<file path="config.mk">
export PLATFORM = sky130hd
export DESIGN_NAME = multi_button_debouncer_flat
export DESIGN_NICKNAME = d
export VERILOG_FILES = /design/src/rtl/multi_button_debouncer_if.sv /design/src/rtl/multi_button_debouncer.sv /design/src/flat_wrapper.sv
export SDC_FILE = /design/constraint.sdc
export NUM_CORES = 1
export LEC_CHECK = 0
export CORE_MARGIN = 1
export CORE_UTILIZATION = 55
export DETAILED_ROUTE_END_ITERATION = 10
export PLACE_DENSITY = 0.75
export SKIP_LAST_GASP = 1
export SLEW_MARGIN = 15
export SYNTH_ARGS = -nofsm -noshare
export SYNTH_HDL_FRONTEND = slang
export SYNTH_SLANG_ARGS = --single-unit
</file>
<file path="constraint.sdc">
create_clock -name masterClock -period 2.24 [get_ports masterClock]
set_clock_uncertainty 0.1 [all_clocks]
set_input_delay 0.448 -clock masterClock [delete_from_list [all_inputs] [get_ports masterClock]]
set_output_delay 0.448 -clock masterClock [all_outputs]
set_load 0.005 [all_outputs]
</file>
<file path="src/rtl/multi_button_debouncer_if.sv">
// Button bundle between the pin side and the debouncer: raw pins in, conditioned
// level and event pulses out.
interface multi_button_debouncer_if #(
  parameter int CHANNELS = 4
);
  logic [CHANNELS-1:0] buttons;
  logic [CHANNELS-1:0] level;
  logic [CHANNELS-1:0] pressed;
  logic [CHANNELS-1:0] released;
  logic [CHANNELS-1:0] held;

  modport master (output buttons, input level, input pressed, input released, input held);
  modport slave  (input buttons, output level, output pressed, output released, output held);
endinterface

</file>
<file path="src/rtl/multi_button_debouncer.sv">
// N-channel push-button conditioner: synchroniser, tick-sampled debounce FSM per
// channel, registered press/release pulses and a long-press (optionally repeating) pulse.
module multi_button_debouncer #(
  parameter int                  CHANNELS     = 4,
  parameter int                  TICK_DIVIDER = 12000,
  parameter int                  STABLE_TICKS = 20,
  parameter int                  HOLD_TICKS   = 1000,
  parameter int                  AUTO_REPEAT  = 0,
  parameter int                  REPEAT_TICKS = 250,
  parameter logic [CHANNELS-1:0] POLARITY     = '0
) (
  input  logic                   masterClock,
  input  logic                   reset,
  multi_button_debouncer_if.slave btn
);

  localparam int HOLD_CAP = (HOLD_TICKS > REPEAT_TICKS) ? HOLD_TICKS : REPEAT_TICKS;
  localparam int CNT_MAX  = (STABLE_TICKS > HOLD_CAP) ? STABLE_TICKS : HOLD_CAP;
  localparam int CNT_W    = $clog2(CNT_MAX + 1);
  localparam int PRE_W    = $clog2(TICK_DIVIDER);
  localparam bit REPEAT_EN = (AUTO_REPEAT != 0);
  // With repeat enabled the hold counter parks at HOLD_TICKS and rep_q takes over.
  localparam int HOLD_SAT = REPEAT_EN ? HOLD_TICKS : HOLD_CAP;

  localparam logic [CNT_W-1:0] STABLE_LAST = CNT_W'(STABLE_TICKS - 1);
  localparam logic [CNT_W-1:0] HOLD_FIRE   = CNT_W'(HOLD_TICKS);
  localparam logic [CNT_W-1:0] HOLD_TOP    = CNT_W'(HOLD_SAT);
  localparam logic [CNT_W-1:0] REP_LAST    = CNT_W'(REPEAT_TICKS - 1);
  localparam logic [PRE_W-1:0] PRE_LAST    = PRE_W'(TICK_DIVIDER - 1);

  typedef enum logic [1:0] {RELEASED, PRESS_CHK, PRESSED, RELEASE_CHK} state_t;

  function automatic logic [CNT_W-1:0] sat_inc(input logic [CNT_W-1:0] cnt,
                                               input logic [CNT_W-1:0] cap);
    return (cnt == cap) ? cnt : cnt + CNT_W'(1);
  endfunction

  logic [PRE_W-1:0]    pre_q;
  logic                tick;
  logic [CHANNELS-1:0] sync_p0;
  logic [CHANNELS-1:0] sync_p1;

  state_t [CHANNELS-1:0]            state_q, state_d;
  logic   [CHANNELS-1:0][CNT_W-1:0] db_q, db_d;
  logic   [CHANNELS-1:0][CNT_W-1:0] hold_q, hold_d;
  logic   [CHANNELS-1:0][CNT_W-1:0] rep_q, rep_d;
  logic   [CHANNELS-1:0]            press_evt, rel_evt;
  logic   [CHANNELS-1:0]            level_q, level_d;
  logic   [CHANNELS-1:0]            pressed_q, pressed_d;
  logic   [CHANNELS-1:0]            released_q, released_d;
  logic   [CHANNELS-1:0]            held_q, held_d;

  assign tick = (pre_q == PRE_LAST);

  // Stage p0/p1: two-flop synchroniser after polarity normalisation
  always_ff @(posedge masterClock or negedge reset) begin
    if (!reset) begin
      pre_q   <= '0;
      sync_p0 <= '0;
      sync_p1 <= '0;
    end else begin
      pre_q   <= tick ? '0 : pre_q + PRE_W'(1);
      sync_p0 <= btn.buttons ^ POLARITY;
      sync_p1 <= sync_p0;
    end
  end

  // Stage p2: per-channel FSM and event registers
  always_ff @(posedge masterClock or negedge reset) begin
    if (!reset) begin
      for (int i = 0; i < CHANNELS; i++) state_q[i] <= RELEASED;
      db_q       <= '0;
      hold_q     <= '0;
      rep_q      <= '0;
      level_q    <= '0;
      pressed_q  <= '0;
      released_q <= '0;
      held_q     <= '0;
    end else begin
      state_q    <= state_d;
      db_q       <= db_d;
      hold_q     <= hold_d;
      rep_q      <= rep_d;
      level_q    <= level_d;
      pressed_q  <= pressed_d;
      released_q <= released_d;
      held_q     <= held_d;
    end
  end

  always_comb begin
    state_d   = state_q;
    db_d      = db_q;
    hold_d    = hold_q;
    rep_d     = rep_q;
    press_evt = '0;
    rel_evt   = '0;
    for (int i = 0; i < CHANNELS; i++) begin
      // Hold timing runs on level, so release glitches do not disturb it.
      if (level_q[i] && tick) begin
        hold_d[i] = sat_inc(hold_q[i], HOLD_TOP);
        if (REPEAT_EN && hold_q[i] == HOLD_TOP)
          rep_d[i] = (rep_q[i] == REP_LAST) ? '0 : rep_q[i] + CNT_W'(1);
      end
      case (state_q[i])
        RELEASED: begin
          if (sync_p1[i]) begin
            state_d[i] = PRESS_CHK;
            db_d[i]    = '0;
          end
        end
        PRESS_CHK: begin
          if (!sync_p1[i]) begin
            state_d[i] = RELEASED;
            db_d[i]    = '0;
          end else if (tick) begin
            if (db_q[i] == STABLE_LAST) begin
              state_d[i]   = PRESSED;
              db_d[i]      = '0;
              hold_d[i]    = '0;
              rep_d[i]     = '0;
              press_evt[i] = 1'b1;
            end else begin
              db_d[i] = db_q[i] + CNT_W'(1);
            end
          end
        end
        PRESSED: begin
          if (!sync_p1[i]) begin
            state_d[i] = RELEASE_CHK;
            db_d[i]    = '0;
          end
        end
        RELEASE_CHK: begin
          if (sync_p1[i]) begin
            state_d[i] = PRESSED;
          end else if (tick) begin
            if (db_q[i] == STABLE_LAST) begin
              state_d[i] = RELEASED;
              db_d[i]    = '0;
              hold_d[i]  = '0;
              rep_d[i]   = '0;
              rel_evt[i] = 1'b1;
            end else begin
              db_d[i] = db_q[i] + CNT_W'(1);
            end
          end
        end
        default: state_d[i] = RELEASED;
      endcase
    end
  end

  always_comb begin
    level_d    = level_q;
    pressed_d  = press_evt;
    released_d = rel_evt;
    held_d     = '0;
    for (int i = 0; i < CHANNELS; i++) begin
      if (press_evt[i]) level_d[i] = 1'b1;
      if (rel_evt[i])   level_d[i] = 1'b0;
      // A release on the same tick cancels any pending hold or repeat pulse.
      if (level_q[i] && tick && !rel_evt[i]) begin
        held_d[i] = (hold_q[i] != HOLD_TOP && hold_q[i] + CNT_W'(1) == HOLD_FIRE) ||
                    (REPEAT_EN && hold_q[i] == HOLD_TOP && rep_q[i] == REP_LAST);
      end
    end
  end

  assign btn.level    = level_q;
  assign btn.pressed  = pressed_q;
  assign btn.released = released_q;
  assign btn.held     = held_q;

endmodule

</file>
<file path="src/flat_wrapper.sv">
// flat-port wrapper written by rule: the top's interface ports become plain ports
module multi_button_debouncer_flat 
#(
  parameter int                  CHANNELS     = 4,
  parameter int                  TICK_DIVIDER = 12000,
  parameter int                  STABLE_TICKS = 20,
  parameter int                  HOLD_TICKS   = 1000,
  parameter int                  AUTO_REPEAT  = 0,
  parameter int                  REPEAT_TICKS = 250,
  parameter logic [CHANNELS-1:0] POLARITY     = '0
)
  (masterClock, reset, btn_buttons, btn_level, btn_pressed, btn_released, btn_held);
  multi_button_debouncer_if #(.CHANNELS(CHANNELS)) btn_i ();
  input  logic masterClock;
  input  logic reset;
  input wire logic [$bits(btn_i.buttons)-1:0] btn_buttons;
  output wire logic [$bits(btn_i.level)-1:0] btn_level;
  output wire logic [$bits(btn_i.pressed)-1:0] btn_pressed;
  output wire logic [$bits(btn_i.released)-1:0] btn_released;
  output wire logic [$bits(btn_i.held)-1:0] btn_held;
  assign btn_i.buttons = btn_buttons;
  assign btn_level = btn_i.level;
  assign btn_pressed = btn_i.pressed;
  assign btn_released = btn_i.released;
  assign btn_held = btn_i.held;
  multi_button_debouncer #(.CHANNELS(CHANNELS), .TICK_DIVIDER(TICK_DIVIDER), .STABLE_TICKS(STABLE_TICKS), .HOLD_TICKS(HOLD_TICKS), .AUTO_REPEAT(AUTO_REPEAT), .REPEAT_TICKS(REPEAT_TICKS), .POLARITY(POLARITY)) u_core (.masterClock(masterClock), .reset(reset), .btn(btn_i));
endmodule
</file>
==> out/results.tsv <==
stage	metric	value	unit
worst_setup_path	slowest_delay	0.60	ns
route	vias	6934	
worst_setup_path	crit_slowest_cell	or4_4	
clocking	cts_tree	done	
logic_synthesis	synthDistinctLibCells	64	
worst_setup_path	timing.rr.start	u_core.pre_q[0]$_DFF_PN0_	
route	drc	0	
logic_synthesis	synth_ff_type	dfrtp_1	
timing	fmax	405	MHz
route	dr.first_iter.drc_count	835	
logic_synthesis	yosysTopAreaCellShare	44.1	%
clocking	htreeDepth	4	
global_routing	grt_use_total	29.1	%
power	total_power	5.25	mW
worst_setup_path	crit_type	reg -> reg	
timing	rsz0062_at_grt	true	
logic_synthesis	ys_seq_area_share	44.1	%
worst_setup_path	cp-start-kind	register	
placement	place_inst	1018	
worst_setup_path	arrival	2.74	ns
power	swShare	21.2	%
worst_setup_path	required	2.51	ns
placement	port_buffers	21	
clocking	cts.clk_slew.worst_paths	0.05	ns
logic_synthesis	syn_inst	798	
clocking	cts_buffers	17	
power	intPower	4.14	mW
placement	dp_slack	-0.222	ns
timing	finalSetupTns	-5.32	ns
logic_synthesis	yosysTopAreaCell	dfrtp_1	
timing	slew_violations	0	
logic_synthesis	synth_edf_count	0	
route	routed_wl	20.1	mm
clocking	clkLatencyLatePin	0.43	ns
timing	worst_hold_slack	0.250	ns
hold_path	hp-class	reg -> reg	
global_routing	grt_max_degree	51	
logic_synthesis	netlist_area	7150	um^2
layout	synthToLayoutAreaGrowth	37.5	%
layout	finalNonFillerCells	1089	
worst_setup_path	setup.worst_path.end	u_core.db_q[30]$_DFFE_PN0P_	
floorplan	die_area	13500	um^2
clocking	cts_root_buf	clkbuf_16	
power	power-per-cell-area	534	nW/um^2
worst_setup_path	reg2reg_to	u_core.db_q[30]$_DFFE_PN0P_	
logic_synthesis	synth-warning-count	0	
clocking	cts.sinks	126	
layout	layout-drive-gt1-share	28.0	%
layout	final_area	9830	um^2
floorplan	std_cell_rows	41	
floorplan	io_pins	22	
layout	n_antenna_cell	0	
timing	hold_viol_final	0	
timing	finalCritPeriodShare	110	%
floorplan	die_h	116	um
worst_setup_path	path_max_fanout	7	
floorplan	fp.dieW	116	um
outcome	violations	negative setup slack	
global_routing	overflow	0	
logic_synthesis	synth.area.top_cells	dfrtp_1 44%, nor2_1 4.3%, nand4_1 4.1%	
power	seq_power_share	44.0	%
global_routing	antenna_found_initial	0	
job	drv_cap	0	
worst_setup_path	reg2reg_depth	8	
placement	gp_congestion	0.901	
timing	setup_ws	-0.229	ns
placement	hpwl	11.0	mm
logic_synthesis	synth_fp_nets	821	
worst_setup_path	endpoint_kind	register	
clocking	cts_max_path_buffers	2	
route	avgViaCountPerCell	6.37	
logic_synthesis	synth.ff_latch_count	126	
global_routing	grt_pass1_vias	6520	
power	ir_worst_vdd	557	uV
route	dr.pass1.iters	5	
logic_synthesis	syn_area_per_cell	8.96	um^2
placement	placed_area	8050	um^2
worst_setup_path	cp_cell_sequence	ha_2 -> nand4_1 -> buf_4 -> or4_4 -> bufbuf_16 -> nor3_2 -> a22o_1 -> a221o_1	
power	power_frac_comb	3.6	%
power	clkPwrFrac	52.4	%
global_routing	grt_pass1_wl	30.7	mm
logic_synthesis	async_flop_share	100	%
power	switchingPower	1.12	mW
route	antenna_left	0	
layout	utilization	77.5	%
timing	fin_crit	2.47	ns
power	leakagePower	4.17	nW
route	post_drt_wl_per_cell	18.4	um
outcome	status	complete, but fails checks	
layout	layout.nets	929	
timing	worst_slew_pin_slew	0.541	ns
worst_setup_path	crit_start	u_core.pre_q[0]$_DFF_PN0_	
worst_setup_path	r2r_slack	-0.23	ns
timing	setup_viol	69	
timing	max-slew-margin-rel	63.9	%
floorplan	start_util	56.4	%
floorplan	core	12700	um^2
## what timing repair did
action                                 in CTS  in global routing
gates resized for setup                    75                122
pin swaps                                  34                 53
endpoints found under the hold margin       8                  0
cloned                                      7                  1
hold buffers                                1                  0
buffers inserted                           20                 17
setup endpoints to repair                  85                102
## cell families after synthesis
logic type / synth area share [%]
AOI/OAI and AO/OA: 13.8
xor gates and xnor gates: 6.37
adders and majority gates: 2.98
buffers and inverters: 3.99
DFF: 44.1
muxes: 0.718
and+or+nand+nor: 28.0
## cell usage in the layout, fill, tap and decap left out, drive strengths merged, types with 5 or more instances in the layout
master and count:
and3 22, nor3b 7, xnor2 20, nand3 51, nor4 15, o21ai 27, xor2 32, nand2 73
clkbuf 23, inv 24, and4 5, and2 8, a31oi 23, or4 5, or4b 5, nand3b 5
nor2 82, clkdlybuf4s50 20, nand2b 5, o211ai 13, nor3 28, ha 17, clkinv 5, a21oi 42
dfrtp 126, buf 111, nand4 47
## critical path: cells and delay by family (launching register included)
family	cells	cell delay (ns)
simple gates	3	0.96
buf+inv	2	0.49
flops	1	0.37
compound gates	2	0.30
fa+ha+maj	1	0.20
## cell type report
class | count | area, um^2
Clock inverter | 8 | 115
Clock buffer | 22 | 464
Inverter | 24 | 90.1
Multi-Input combinational cell | 603 | 4410
Tap cell | 172 | 215
Sequential cell | 126 | 3150
Timing Repair Buffer | 134 | 1380
Fill cell | 795 | 2850
## power groups by stage
stage | sequential [mW] | combinational (mW) | clock [mW]
3_3_place_gp | 2.34 | 0.151 | 0
5_1_grt | 2.31 | 0.209 | 2.88
2_1_floorplan | 2.33 | 0.0730 | 0
6_report | 2.31 | 0.189 | 2.75
3_5_place_dp | 2.34 | 0.158 | 0
4_1_cts | 2.30 | 0.175 | 2.78
## registers in the layout, indices dropped and copies added (netlist names), named ones only
register             count
u_core.db_q             40
u_core.hold_q           40
u_core.pre_q            14
u_core.btn.held          4
u_core.btn.level         4
u_core.btn.pressed       4
u_core.btn.released      4
u_core.state_q           4
u_core.sync_p0           4
u_core.sync_p1           4
## cells in the mapped netlist, types with 4 or more instances
library cell  number
nand3b_1           5
a31oi_1           23
nor4_1            13
o211ai_1          13
mux2i_1            4
and4_1             5
nor3b_1            7
nand3_1           50
and3_1            22
and2_1             8
xor2_1            32
nand2b_1           5
nor2_1            81
ha_1              17
inv_1             24
buf_2              9
dfrtp_1          126
nor3_1            26
or4_1              4
a41oi_1            4
a21o_1             4
or3_1              4
nand2_1           73
xnor2_1           20
a21oi_1           42
o21ai_0           27
or4b_1             4
clkbuf_1          34
nand4_1           47
## layer usage
layer | GRT usage, % | vias up | wire, um
li1 | - | 3150 | -
met1 | 35.8 | 3445 | 8260
met2 | 49.8 | 283 | 10300
met3 | 6.28 | 56 | 1050
met4 | 11.8 | 0 | 490
met5 | 0 | - | 0
## how the worst min path moves through the flow
stage,start,endpoint,cells after the start
CTS,u_core.sync_p0[0]$_DFF_PN0_,u_core.sync_p1[0]$_DFF_PN0_,0
detailed placement,reset,u_core.hold_q[38]$_DFF_PN0_,1
finish,u_core.sync_p0[0]$_DFF_PN0_,u_core.sync_p1[0]$_DFF_PN0_,0
floorplan,reset,async pin,0
global placement,reset,u_core.hold_q[30]$_DFF_PN0_,1
global route,u_core.sync_p0[0]$_DFF_PN0_,u_core.sync_p1[0]$_DFF_PN0_,0
No activity file was read; power rests on OpenSTA's default activity.
